--- config.mk ---
export PLATFORM = sky130hd
export DESIGN_NAME = tc_sched_flat
export DESIGN_NICKNAME = d
export VERILOG_FILES = /design/src/rtl/tc_sched_if.sv /design/src/rtl/tc_sched.sv /design/src/flat_wrapper.sv
export SDC_FILE = /design/constraint.sdc
export NUM_CORES = 1
export LEC_CHECK = 0
export BUFFER_PORTS_ARGS = -buffer_cell sky130_fd_sc_hd__buf_2
export CAP_MARGIN = 40
export CORE_AREA = 2 2 136 138
export CTS_BUF_LIST = sky130_fd_sc_hd__clkbuf_4 sky130_fd_sc_hd__clkbuf_8 sky130_fd_sc_hd__clkbuf_16
export DETAILED_ROUTE_END_ITERATION = 12
export DIE_AREA = 0 0 138 140
export GPL_ROUTABILITY_DRIVEN = 0
export REMOVE_ABC_BUFFERS = 1
export SETUP_SLACK_MARGIN = 0.2
export SYNTH_ARGS = -nofsm -noshare
export SYNTH_HDL_FRONTEND = slang
export SYNTH_SLANG_ARGS = --single-unit
--- constraint.sdc ---
create_clock -name clk_i -period 1.99 [get_ports clk_i]
set_input_delay 0.199 -clock clk_i [delete_from_list [all_inputs] [get_ports clk_i]]
set_output_delay 0.199 -clock clk_i [all_outputs]
set_load 0.02 [all_outputs]
--- src/rtl/tc_sched_if.sv ---
// Host/operand/tc_ctrl link bundle for tc_sched.
//   master : the scheduler (drives busy/done/err, memory reads, tc_ctrl load, result stream)
//   slave  : the environment (host control, operand memory, tc_ctrl result side)
// Signals:
//   start, abort            host control in
//   busy, done, err         host status out
//   mem_rd_en/addr/data     1-cycle-latency operand memory read port
//   tc_enable, tc_in,
//   tc_in_type, tc_in_state operand load stream into tc_ctrl
//   tc_out, tc_out_state    result beats from tc_ctrl (2'b01 = valid)
//   res_valid/data/idx      indexed, registered result stream
interface tc_sched_if #(
  parameter int unsigned M      = 16,
  parameter int unsigned K      = 16,
  parameter int unsigned N      = 16,
  parameter int unsigned DW_MUL = 8,
  parameter int unsigned DW_ADD = 32,
  parameter int unsigned AW     = 8
);
  localparam int unsigned IdxW = $clog2(M * N);

  logic                    start;
  logic                    abort;
  logic                    busy;
  logic                    done;
  logic                    err;
  logic                    mem_rd_en;
  logic [AW-1:0]           mem_rd_addr;
  logic [DW_MUL*K-1:0]     mem_rd_data;
  logic                    tc_enable;
  logic [DW_MUL*K-1:0]     tc_in;
  logic                    tc_in_type;
  logic                    tc_in_state;
  logic [DW_ADD-1:0]       tc_out;
  logic [1:0]              tc_out_state;
  logic                    res_valid;
  logic [DW_ADD-1:0]       res_data;
  logic [IdxW-1:0]         res_idx;

  modport master (
    input  start, abort, mem_rd_data, tc_out, tc_out_state,
    output busy, done, err, mem_rd_en, mem_rd_addr, tc_enable, tc_in, tc_in_type,
           tc_in_state, res_valid, res_data, res_idx
  );

  modport slave (
    output start, abort, mem_rd_data, tc_out, tc_out_state,
    input  busy, done, err, mem_rd_en, mem_rd_addr, tc_enable, tc_in, tc_in_type,
           tc_in_state, res_valid, res_data, res_idx
  );
endinterface

--- src/rtl/tc_sched.sv ---
// Host-side sequencer for tc_ctrl. On start it opens a load frame, streams M A-rows then
// N B-columns from a 1-cycle-latency operand memory into tc_ctrl, commits the frame, then
// collects M*N result beats as a row-major indexed stream. Ends with a done pulse, an err
// pulse on result timeout, or silently on abort.
// Ports:
//   clk_i   clock, rising edge
//   rst_ni  asynchronous active-low reset
//   bus     tc_sched_if master modport (host control/status, memory, tc_ctrl, results)
module tc_sched #(
  parameter int unsigned M       = 16,
  parameter int unsigned K       = 16,
  parameter int unsigned N       = 16,
  parameter int unsigned DW_MUL  = 8,
  parameter int unsigned DW_ADD  = 32,
  parameter int unsigned AW      = 8,
  parameter int unsigned B_BASE  = 16,
  parameter int unsigned TIMEOUT = 1024
) (
  input  logic       clk_i,
  input  logic       rst_ni,
  tc_sched_if.master bus
);
  localparam int unsigned IdxW  = $clog2(M * N);
  localparam int unsigned ToW   = $clog2(TIMEOUT + 1);
  localparam int unsigned MaxMN = (M > N) ? M : N;
  localparam int unsigned BeatW = $clog2(MaxMN) + 1;

  typedef enum logic [2:0] {StIdle, StOpen, StLoadA, StLoadB, StCommit, StRun} state_e;

  state_e              state_q;
  logic [BeatW-1:0]    beat_q;
  logic [IdxW-1:0]     idx_q;
  logic [ToW-1:0]      to_q;
  logic                busy_q, done_q, err_q;
  logic                rd_en_q;
  logic [AW-1:0]       rd_addr_q;
  logic                en_q, in_type_q, in_state_q;
  logic                res_valid_q;
  logic [DW_ADD-1:0]   res_data_q;
  logic [IdxW-1:0]     res_idx_q;
  logic [DW_MUL*K-1:0] operand;

  // Operand lanes go straight from memory to tc_ctrl; the read issued last cycle
  // lines up with the current load beat.
  assign operand         = bus.mem_rd_data;
  assign bus.tc_in       = operand;
  assign bus.busy        = busy_q;
  assign bus.done        = done_q;
  assign bus.err         = err_q;
  assign bus.mem_rd_en   = rd_en_q;
  assign bus.mem_rd_addr = rd_addr_q;
  assign bus.tc_enable   = en_q;
  assign bus.tc_in_type  = in_type_q;
  assign bus.tc_in_state = in_state_q;
  assign bus.res_valid   = res_valid_q;
  assign bus.res_data    = res_data_q;
  assign bus.res_idx     = res_idx_q;

  // All outputs are registered: each branch sets the values seen during the next state.
  always_ff @(posedge clk_i or negedge rst_ni) begin
    if (!rst_ni) begin
      state_q     <= StIdle;
      beat_q      <= '0;
      idx_q       <= '0;
      to_q        <= '0;
      busy_q      <= 1'b0;
      done_q      <= 1'b0;
      err_q       <= 1'b0;
      rd_en_q     <= 1'b0;
      rd_addr_q   <= '0;
      en_q        <= 1'b0;
      in_type_q   <= 1'b0;
      in_state_q  <= 1'b0;
      res_valid_q <= 1'b0;
      res_data_q  <= '0;
      res_idx_q   <= '0;
    end else begin
      done_q      <= 1'b0;
      err_q       <= 1'b0;
      rd_en_q     <= 1'b0;
      in_state_q  <= 1'b0;
      res_valid_q <= 1'b0;
      if (bus.abort) begin
        // Abort beats everything, including a coincident result beat.
        state_q   <= StIdle;
        busy_q    <= 1'b0;
        en_q      <= 1'b0;
        in_type_q <= 1'b0;
      end else begin
        unique case (state_q)
          StIdle: begin
            if (bus.start) begin
              state_q    <= StOpen;
              busy_q     <= 1'b1;
              en_q       <= 1'b1;
              in_state_q <= 1'b1;
              in_type_q  <= 1'b0;
              rd_en_q    <= 1'b1;
              rd_addr_q  <= '0;
              beat_q     <= '0;
              idx_q      <= '0;
              to_q       <= '0;
            end
          end
          StOpen: begin
            state_q   <= StLoadA;
            beat_q    <= '0;
            rd_en_q   <= 1'b1;
            rd_addr_q <= (M == 1) ? AW'(B_BASE) : AW'(1);
          end
          StLoadA: begin
            if (beat_q == BeatW'(M - 1)) begin
              state_q   <= StLoadB;
              beat_q    <= '0;
              in_type_q <= 1'b1;
              rd_en_q   <= (N > 1);
              rd_addr_q <= AW'(B_BASE + 1);
            end else begin
              beat_q    <= beat_q + 1'b1;
              rd_en_q   <= 1'b1;
              // Last A beat prefetches B column 0.
              rd_addr_q <= (beat_q == BeatW'(M - 2)) ? AW'(B_BASE) : AW'(32'(beat_q) + 2);
            end
          end
          StLoadB: begin
            if (beat_q == BeatW'(N - 1)) begin
              state_q    <= StCommit;
              in_state_q <= 1'b1;
            end else begin
              beat_q    <= beat_q + 1'b1;
              rd_en_q   <= (beat_q != BeatW'(N - 2));
              rd_addr_q <= AW'(B_BASE + 32'(beat_q) + 2);
            end
          end
          StCommit: begin
            state_q <= StRun;
            to_q    <= '0;
          end
          StRun: begin
            if (bus.tc_out_state == 2'b01) begin
              res_valid_q <= 1'b1;
              res_data_q  <= bus.tc_out;
              res_idx_q   <= idx_q;
              to_q        <= '0;
              if (idx_q == IdxW'(M * N - 1)) begin
                done_q    <= 1'b1;
                state_q   <= StIdle;
                busy_q    <= 1'b0;
                en_q      <= 1'b0;
                in_type_q <= 1'b0;
              end else begin
                idx_q <= idx_q + 1'b1;
              end
            end else if (to_q == ToW'(TIMEOUT - 1)) begin
              err_q     <= 1'b1;
              state_q   <= StIdle;
              busy_q    <= 1'b0;
              en_q      <= 1'b0;
              in_type_q <= 1'b0;
            end else if (to_q != ToW'(TIMEOUT)) begin
              to_q <= to_q + 1'b1;
            end
          end
          default: state_q <= StIdle;
        endcase
      end
    end
  end
endmodule

--- src/flat_wrapper.sv ---
// flat-port wrapper written by rule: the top's interface ports become plain ports
module tc_sched_flat 
#(
  parameter int unsigned M       = 16,
  parameter int unsigned K       = 16,
  parameter int unsigned N       = 16,
  parameter int unsigned DW_MUL  = 8,
  parameter int unsigned DW_ADD  = 32,
  parameter int unsigned AW      = 8,
  parameter int unsigned B_BASE  = 16,
  parameter int unsigned TIMEOUT = 1024
)
  (clk_i, rst_ni, bus_start, bus_abort, bus_mem_rd_data, bus_tc_out, bus_tc_out_state, bus_busy, bus_done, bus_err, bus_mem_rd_en, bus_mem_rd_addr, bus_tc_enable, bus_tc_in, bus_tc_in_type, bus_tc_in_state, bus_res_valid, bus_res_data, bus_res_idx);
  tc_sched_if #(.M(M), .K(K), .N(N), .DW_MUL(DW_MUL), .DW_ADD(DW_ADD), .AW(AW)) bus_i ();
  input  logic clk_i;
  input  logic rst_ni;
  input wire logic [$bits(bus_i.start)-1:0] bus_start;
  input wire logic [$bits(bus_i.abort)-1:0] bus_abort;
  input wire logic [$bits(bus_i.mem_rd_data)-1:0] bus_mem_rd_data;
  input wire logic [$bits(bus_i.tc_out)-1:0] bus_tc_out;
  input wire logic [$bits(bus_i.tc_out_state)-1:0] bus_tc_out_state;
  output wire logic [$bits(bus_i.busy)-1:0] bus_busy;
  output wire logic [$bits(bus_i.done)-1:0] bus_done;
  output wire logic [$bits(bus_i.err)-1:0] bus_err;
  output wire logic [$bits(bus_i.mem_rd_en)-1:0] bus_mem_rd_en;
  output wire logic [$bits(bus_i.mem_rd_addr)-1:0] bus_mem_rd_addr;
  output wire logic [$bits(bus_i.tc_enable)-1:0] bus_tc_enable;
  output wire logic [$bits(bus_i.tc_in)-1:0] bus_tc_in;
  output wire logic [$bits(bus_i.tc_in_type)-1:0] bus_tc_in_type;
  output wire logic [$bits(bus_i.tc_in_state)-1:0] bus_tc_in_state;
  output wire logic [$bits(bus_i.res_valid)-1:0] bus_res_valid;
  output wire logic [$bits(bus_i.res_data)-1:0] bus_res_data;
  output wire logic [$bits(bus_i.res_idx)-1:0] bus_res_idx;
  assign bus_i.start = bus_start;
  assign bus_i.abort = bus_abort;
  assign bus_i.mem_rd_data = bus_mem_rd_data;
  assign bus_i.tc_out = bus_tc_out;
  assign bus_i.tc_out_state = bus_tc_out_state;
  assign bus_busy = bus_i.busy;
  assign bus_done = bus_i.done;
  assign bus_err = bus_i.err;
  assign bus_mem_rd_en = bus_i.mem_rd_en;
  assign bus_mem_rd_addr = bus_i.mem_rd_addr;
  assign bus_tc_enable = bus_i.tc_enable;
  assign bus_tc_in = bus_i.tc_in;
  assign bus_tc_in_type = bus_i.tc_in_type;
  assign bus_tc_in_state = bus_i.tc_in_state;
  assign bus_res_valid = bus_i.res_valid;
  assign bus_res_data = bus_i.res_data;
  assign bus_res_idx = bus_i.res_idx;
  tc_sched #(.M(M), .K(K), .N(N), .DW_MUL(DW_MUL), .DW_ADD(DW_ADD), .AW(AW), .B_BASE(B_BASE), .TIMEOUT(TIMEOUT)) u_core (.clk_i(clk_i), .rst_ni(rst_ni), .bus(bus_i));
endmodule
==> results of run 1 <==
[worst max-delay path by stage]
stage | from | endpoint | slack [ns]
CTS | u_core.beat_q[0] | u_core.bus.mem_rd_addr[4] | 0.18
floorplan | u_core.state_q[0] | u_core.idx_q[1] | -0.73
detailed placement | u_core.beat_q[0] | u_core.beat_q[3] | 0.05
finish | u_core.state_q[1] | u_core.idx_q[1] | 0.19
global route | u_core.state_q[1] | u_core.idx_q[1] | 0.14
global placement | u_core.beat_q[0] | u_core.beat_q[3] | 0.08
[worst max-delay path: stages (launching register included)]
cell and delay [ns]:
dfrtp_1 0.41, nand3b_1 0.26, or3_4 0.46, clkinvlp_4 0.15
nand2_1 0.17, a31o_1 0.24
[state kept, by name, indices dropped and copies added, names as in the netlist]
signal,cells
u_core.beat_q,5
u_core.bus.done,1
u_core.bus.err,1
u_core.bus.mem_rd_addr,6
u_core.bus.mem_rd_en,1
u_core.bus.res_data,32
u_core.bus.res_idx,8
u_core.bus.res_valid,1
u_core.bus.tc_enable,1
u_core.bus.tc_in_state,1
u_core.bus.tc_in_type,1
u_core.idx_q,8
u_core.state_q,3
u_core.to_q,11
[logic make-up after synthesis]
| family | after synthesis | synth area share (%) |
|---|---|---|
| simple gates | 227 | 21.4 |
| buf+inv | 165 | 23.3 |
| flops | 80 | 41.4 |
| compound gates | 62 | 9.27 |
| fa+ha+maj | 9 | 2.33 |
| mux | 7 | 1.45 |
| xor+xnor | 4 | 0.725 |
| other cells | 1 | 0.0776 |
[synth_stat cells (all sizes together), types with 7 or more instances]
library cell / number / share of area (%)
nand3: 10 / 1.0
dfrtp: 80 / 41
buf: 140 / 21
nor3: 9 / 0.93
mux2i: 7 / 1.5
clkbuf: 12 / 0.93
nor2: 11 / 0.85
inv: 13 / 1.0
nand2b: 10 / 1.3
nand2: 146 / 11
o21ai: 15 / 1.6
a21oi: 8 / 0.83
ha: 9 / 2.3
[timing repair]
item                                   CTS  global route
endpoints found under the hold margin   12             0
buffers inserted                         2             5
gates cloned                             1             4
gates resized for setup                 13            40
hold buffers                             1             0
pin swaps                                3            21
setup endpoints to repair               20            28
[through the flow]
step	util, %	cells	instance area (um2)	hold slack, ns	TNS (ns)
finish	30.3	778	5390	0.0360	0
global route	30.3	778	5390	0.0359	0
CTS	28.7	769	5110	0.0300	0
detailed placement	26.5	749	4720	0.0800	0
global placement	26.5	748	4710	0.0826	0
floorplan	-	404	3760	-0.0966	-20.06
[power breakdown]
group          internal, mW  switching (mW)
Clock                  1.04           0.693
Sequential             1.67          0.0322
Combinational         0.164           0.257
Total                  2.87           0.982
[area by class of cell]
class / instances / area, um2 / share of cell area (%)
Inverter: 13 / 52.6 / 0.974
Multi-Input combinational cell: 313 / 1910 / 35.5
Clock inverter: 5 / 55.1 / 1.02
Clock buffer: 11 / 253 / 4.69
Sequential cell: 80 / 2000 / 37.1
Tap cell: 229 / 287 / 5.31
Timing Repair Buffer: 127 / 830 / 15.4
[metal layers]
metal / vias up / track usage (%) / share of wire [%]
li1: 1701 / - / -
met1: 1799 / 18.6 / 20
met2: 401 / 52.3 / 48
met3: 63 / 43.1 / 26
met4: 4 / 14.9 / 5.2
met5: - / 8.02 / 0.56
==> results.json, run 1 <==
{
  "critPathArrivalTime_ns": 2.04,
  "layout_min_cycle_time_ns": 1.80,
  "drive_gt1_share_pct": 32.1,
  "clk_pin_slew_ns": 0.06,
  "dr.pass1.iters": 5,
  "r2r-end": "u_core.idx_q[1]",
  "finClkSkew_ns": 0.00594,
  "crit_type": "flip-flop to flip-flop",
  "fillerInstances": 1897,
  "finalPower_mw": 3.86,
  "synth_edf_count": 0,
  "period_share_pct": 90.6,
  "timing.fmax_ghz": 0.555,
  "hold_viol": 0,
  "synth_area_mm2": 0.00483,
  "critPathMaxFanout": 5,
  "wl_per_cell_um": 41.6,
  "fp.dieH_um": 140,
  "layout_commonest_cell": "nand2_1",
  "ir_worst_vdd_mv": 0.470,
  "areaGrowthSynthToFinish_pct": 11.6,
  "nets": 719,
  "cts_root_buf": "clkbuf_16",
  "initial_core_util_pct": 27.2,
  "grt_first_pass_wirelength_um": 39900,
  "cts_sinks": 80,
  "async_reset_ff_share_pct": 100,
  "run_status": "complete, no violations",
  "whs_path_depth": 3,
  "clkLatencyLatePin_ns": 0.35,
  "crit_required_ns": 2.23,
  "final_cell_mix": "nand2_1, buf_2, dfrtp_1, buf_4",
  "rsz0062_at_grt": "yes",
  "pre_cts_slack_ns": 0.0526,
  "crit_path_start_kind": "flip-flop",
  "reg2reg_slack_ns": 0.19,
  "grt_pass1_vias": 3467,
  "hold_end": "u_core.bus.res_data[2]",
  "p_leak_nw": 2.69,
  "grt_remaining_overflow": 0,
  "cts_inserted_buffers": 9,
  "portBuffers": 91,
  "via_per_inst": 5.10,
  "yosysSeqAreaShare_pct": 41.4,
  "reg2reg_depth": 5,
  "drtAntennaViolNets": 0,
  "antenna_found_initial": 0,
  "drv_cap": 0,
  "synth_cells": 555,
  "dieArea_mm2": 0.0193,
  "antenna_cells": 0,
  "fp-row-count": 49,
  "h-tree-depth": 3,
  "dp_hpwl_um": 28700,
  "drt_iter0_drc": 356,
  "synth.distinct_cells": 61,
  "cts_tree": "done",
  "grt_use_total_pct": 32.5,
  "clockBufferDepth": 2,
  "reg2reg_from": "u_core.state_q[1]",
  "grt_max_degree": 43,
  "hold_start": "bus_tc_out[2]",
  "drt_wl_total_um": 32400,
  "dieWidth_um": 138,
  "vias": 3968,
  "final.setup.worst_slack_ns": 0.188,
  "finalSetupViolCount": 0,
  "synth-seq-cells": 80,
  "yosysWarnings": 0,
  "slew_viol_final": 0,
  "drc": 0,
  "cp-end-kind": "flip-flop",
  "synthFlopType": "dfrtp_1",
  "ios": 350,
  "power.density_mw_per_mm2": 715,
  "min_path_type": "primary input to flip-flop",
  "avgSynthCellArea_um2": 8.70,
  "core_mm2": 0.0178
}
Note: power is estimated with default switching activity, not from simulation.
==> run 2: changes to the inputs <==
--- a/config.mk
+++ b/config.mk
@@ -7,10 +7,10 @@
 export LEC_CHECK = 0
 export BUFFER_PORTS_ARGS = -buffer_cell sky130_fd_sc_hd__buf_2
 export CAP_MARGIN = 40
-export CORE_AREA = 2 2 136 138
-export CTS_BUF_LIST = sky130_fd_sc_hd__clkbuf_4 sky130_fd_sc_hd__clkbuf_8 sky130_fd_sc_hd__clkbuf_16
+export CORE_AREA = 2 2 134 136
+export CTS_BUF_LIST = sky130_fd_sc_hd__clkbuf_8
 export DETAILED_ROUTE_END_ITERATION = 12
-export DIE_AREA = 0 0 138 140
+export DIE_AREA = 0 0 136 138
 export GPL_ROUTABILITY_DRIVEN = 0
 export REMOVE_ABC_BUFFERS = 1
 export SETUP_SLACK_MARGIN = 0.2
==> run 2 against run 1 <==
  * Hold slack lost 0.032 ns
  * Clock skew grew 0.0084 ns
  * Die area shrank 2.9%
  * Highest routed layer unchanged
  * Global-route usage grew 2.9 points
  * Sequential share of layout area grew 0.63 points
  * Fmax grew 0.22%
  * Clock power shrank 19%
  * Setup slack gained 0.0040 ns
  * First-iteration DRC count shrank 20%
  * Register-to-register slack is essentially flat
  * Via count shrank 0.63%
  * Power shrank 8.3%
==> results.json, run 2 (same netlist as run 1, synthesis figures left out) <==
{
  "run_status": "complete, no violations",
  "fp-row-count": 49,
  "fin_area_mm2": 0.00530,
  "drt_wl_total_um": 34000,
  "grt_pass1_vias": 3553,
  "dp_hpwl_um": 30300,
  "slowest_stage": "dfrtp_1",
  "drtAntennaViolNets": 0,
  "h-tree-depth": 3,
  "crit_required_ns": 2.26,
  "p_leak_nw": 2.69,
  "fillerInstances": 1897,
  "via_per_inst": 5.04,
  "antenna_found_initial": 0,
  "critPathMaxStageDelay_ns": 0.39,
  "cts_inserted_buffers": 9,
  "cts_root_buf": "clkbuf_8",
  "antenna_cells": 0,
  "finClkSkew_ns": 0.0144,
  "layout_min_cycle_time_ns": 1.80,
  "critPathArrivalTime_ns": 2.06,
  "crit_type": "flip-flop to flip-flop",
  "nets": 724,
  "cp-end-kind": "flip-flop",
  "initial_core_util_pct": 27.6,
  "fp.dieH_um": 138,
  "period_share_pct": 90.4,
  "tightest_slew_ns": 0.514,
  "grt_max_degree": 42,
  "drive_gt1_share_pct": 32.3,
  "power.density_mw_per_mm2": 667,
  "post_dp_cell_area_mm2": 0.00473,
  "slew_viol_final": 0,
  "finalSetupViolCount": 0,
  "rsz0062_at_grt": "yes",
  "dieWidth_um": 136,
  "hold_viol": 0,
  "wl_per_cell_um": 43.5,
  "max_slew_margin_pct": 65.5,
  "critPathBufInv": 1,
  "areaGrowthSynthToFinish_pct": 9.71,
  "multiInputGateArea_mm2": 0.00190,
  "grt_remaining_overflow": 0,
  "grt_first_pass_wirelength_um": 41100,
  "timing.fmax_ghz": 0.556,
  "dr.pass1.iters": 4,
  "grt_use_total_pct": 35.3,
  "drt_iter0_drc": 284,
  "cts_sinks": 80,
  "drv_cap": 0,
  "final_cell_mix": "nand2_1, buf_2, dfrtp_1, buf_4",
  "crit_family": "compound AO/OA/AOI/OAI gates",
  "portBuffers": 91,
  "path_cells": "ha_2 > and3_4 > ha_2 > buf_6 > nor2b_1 > o21ai_0 > o21ai_0",
  "core_mm2": 0.0175,
  "clockBufferDepth": 2,
  "critPathMaxFanout": 9,
  "clk_pin_slew_ns": 0.10,
  "regArea_mm2": 0.00200,
  "ios": 350,
  "drc": 0,
  "dieArea_mm2": 0.0188,
  "clkLatencyLatePin_ns": 0.39,
  "ir_worst_vdd_mv": 0.281,
  "vias": 3943,
  "cts_tree": "done",
  "crit_path_start_kind": "flip-flop",
  "largest_reg_flops": 32,
  "min_path_type": "primary input to flip-flop",
  "layout_commonest_cell": "nand2_1",
  "finalPower_mw": 3.54
}
[run 2: changes by cell type in the layout (fill, tap and decap cells not counted), moves of 3 or more]
cell / previous run / this run
buf_4: 24 / 32
o21ai_0: 9 / 12
o21ai_1: 5 / 2
clkbuf_16: 11 / 1
clkbuf_8: 2 / 10
[run 2: path summary, 6_finish.rpt]
path | to | from | slack (ns) | cells past startpoint
max | u_core.bus.mem_rd_addr[3] | u_core.beat_q[0] | 0.19 | 7
min | u_core.bus.res_data[12] | bus_tc_out[12] | 0.004 | 3
max reg2reg | u_core.bus.mem_rd_addr[3] | u_core.beat_q[0] | 0.19 | 7
min reg2reg | u_core.bus.res_idx[1] | u_core.bus.res_idx[1] | 0.47 | 2
max in group asynchronous | u_core.bus.mem_rd_addr[1] | rst_ni | 1.13 | 3
min in group asynchronous | u_core.bus.tc_in_state | rst_ni | 0.30 | 2
[run 2: final cells by class]
class,instances,share of cell area [%]
sequential,80,37.8
inverter,13,0.968
timing repair buffer,133,15.8
multi-input combinational,312,35.9
clock buffer,10,2.60
tap,229,5.41
clock inverter,6,1.58
[run 2: metal layers]
layer  wire length [um]  share of wire [%]  vias to the layer above  GRT usage [%]
li1                   -                  -                     1706              -
met1               5390                 16                     1758           15.5
met2              16500                 49                      377           59.2
met3               8430                 25                       96           42.2
met4               3400                 10                        6           27.4
met5                304               0.89                        -           12.2
[run 2: worst min-delay path: cells and delay by family]
| family | cells | cell delay [ns] |
|---|---|---|
| buf+inv | 1 | 0.07 |
| simple gates | 2 | 0.09 |
[run 2: timing repair]
item                                    CTS  global route
setup buffers                             2            10
pin swaps                                 5            15
hold buffers                              1             0
endpoints found under the setup margin   23            32
gates resized for setup                  14            33
cloned                                    2             1
hold endpoints to repair                 29             0
[run 2: stage by stage]
| stage | setup slack, ns | hold slack [ns] | setup TNS (ns) | std cells | utilization [%] |
|---|---|---|---|---|---|
| global placement | 0.108 | 0.189 | 0 | 750 | 26.9 |
| finish | 0.192 | 0.00358 | 0 | 783 | 30.2 |
| global route | 0.112 | 0.0203 | 0 | 783 | 30.2 |
| detailed placement | 0.0767 | 0.195 | 0 | 751 | 27.0 |
| floorplan | -0.734 | -0.0966 | -20.06 | 404 | - |
| CTS | 0.176 | 0.00611 | 0 | 772 | 28.8 |
[run 2: power by group]
part           total [mW]  switching [mW]  leakage (nW)  internal, mW
combinational       0.431           0.253          1.47         0.178
clock                1.40           0.666         0.115         0.737
sequential           1.70          0.0316          1.10          1.67
total                3.54           0.951          2.69          2.59
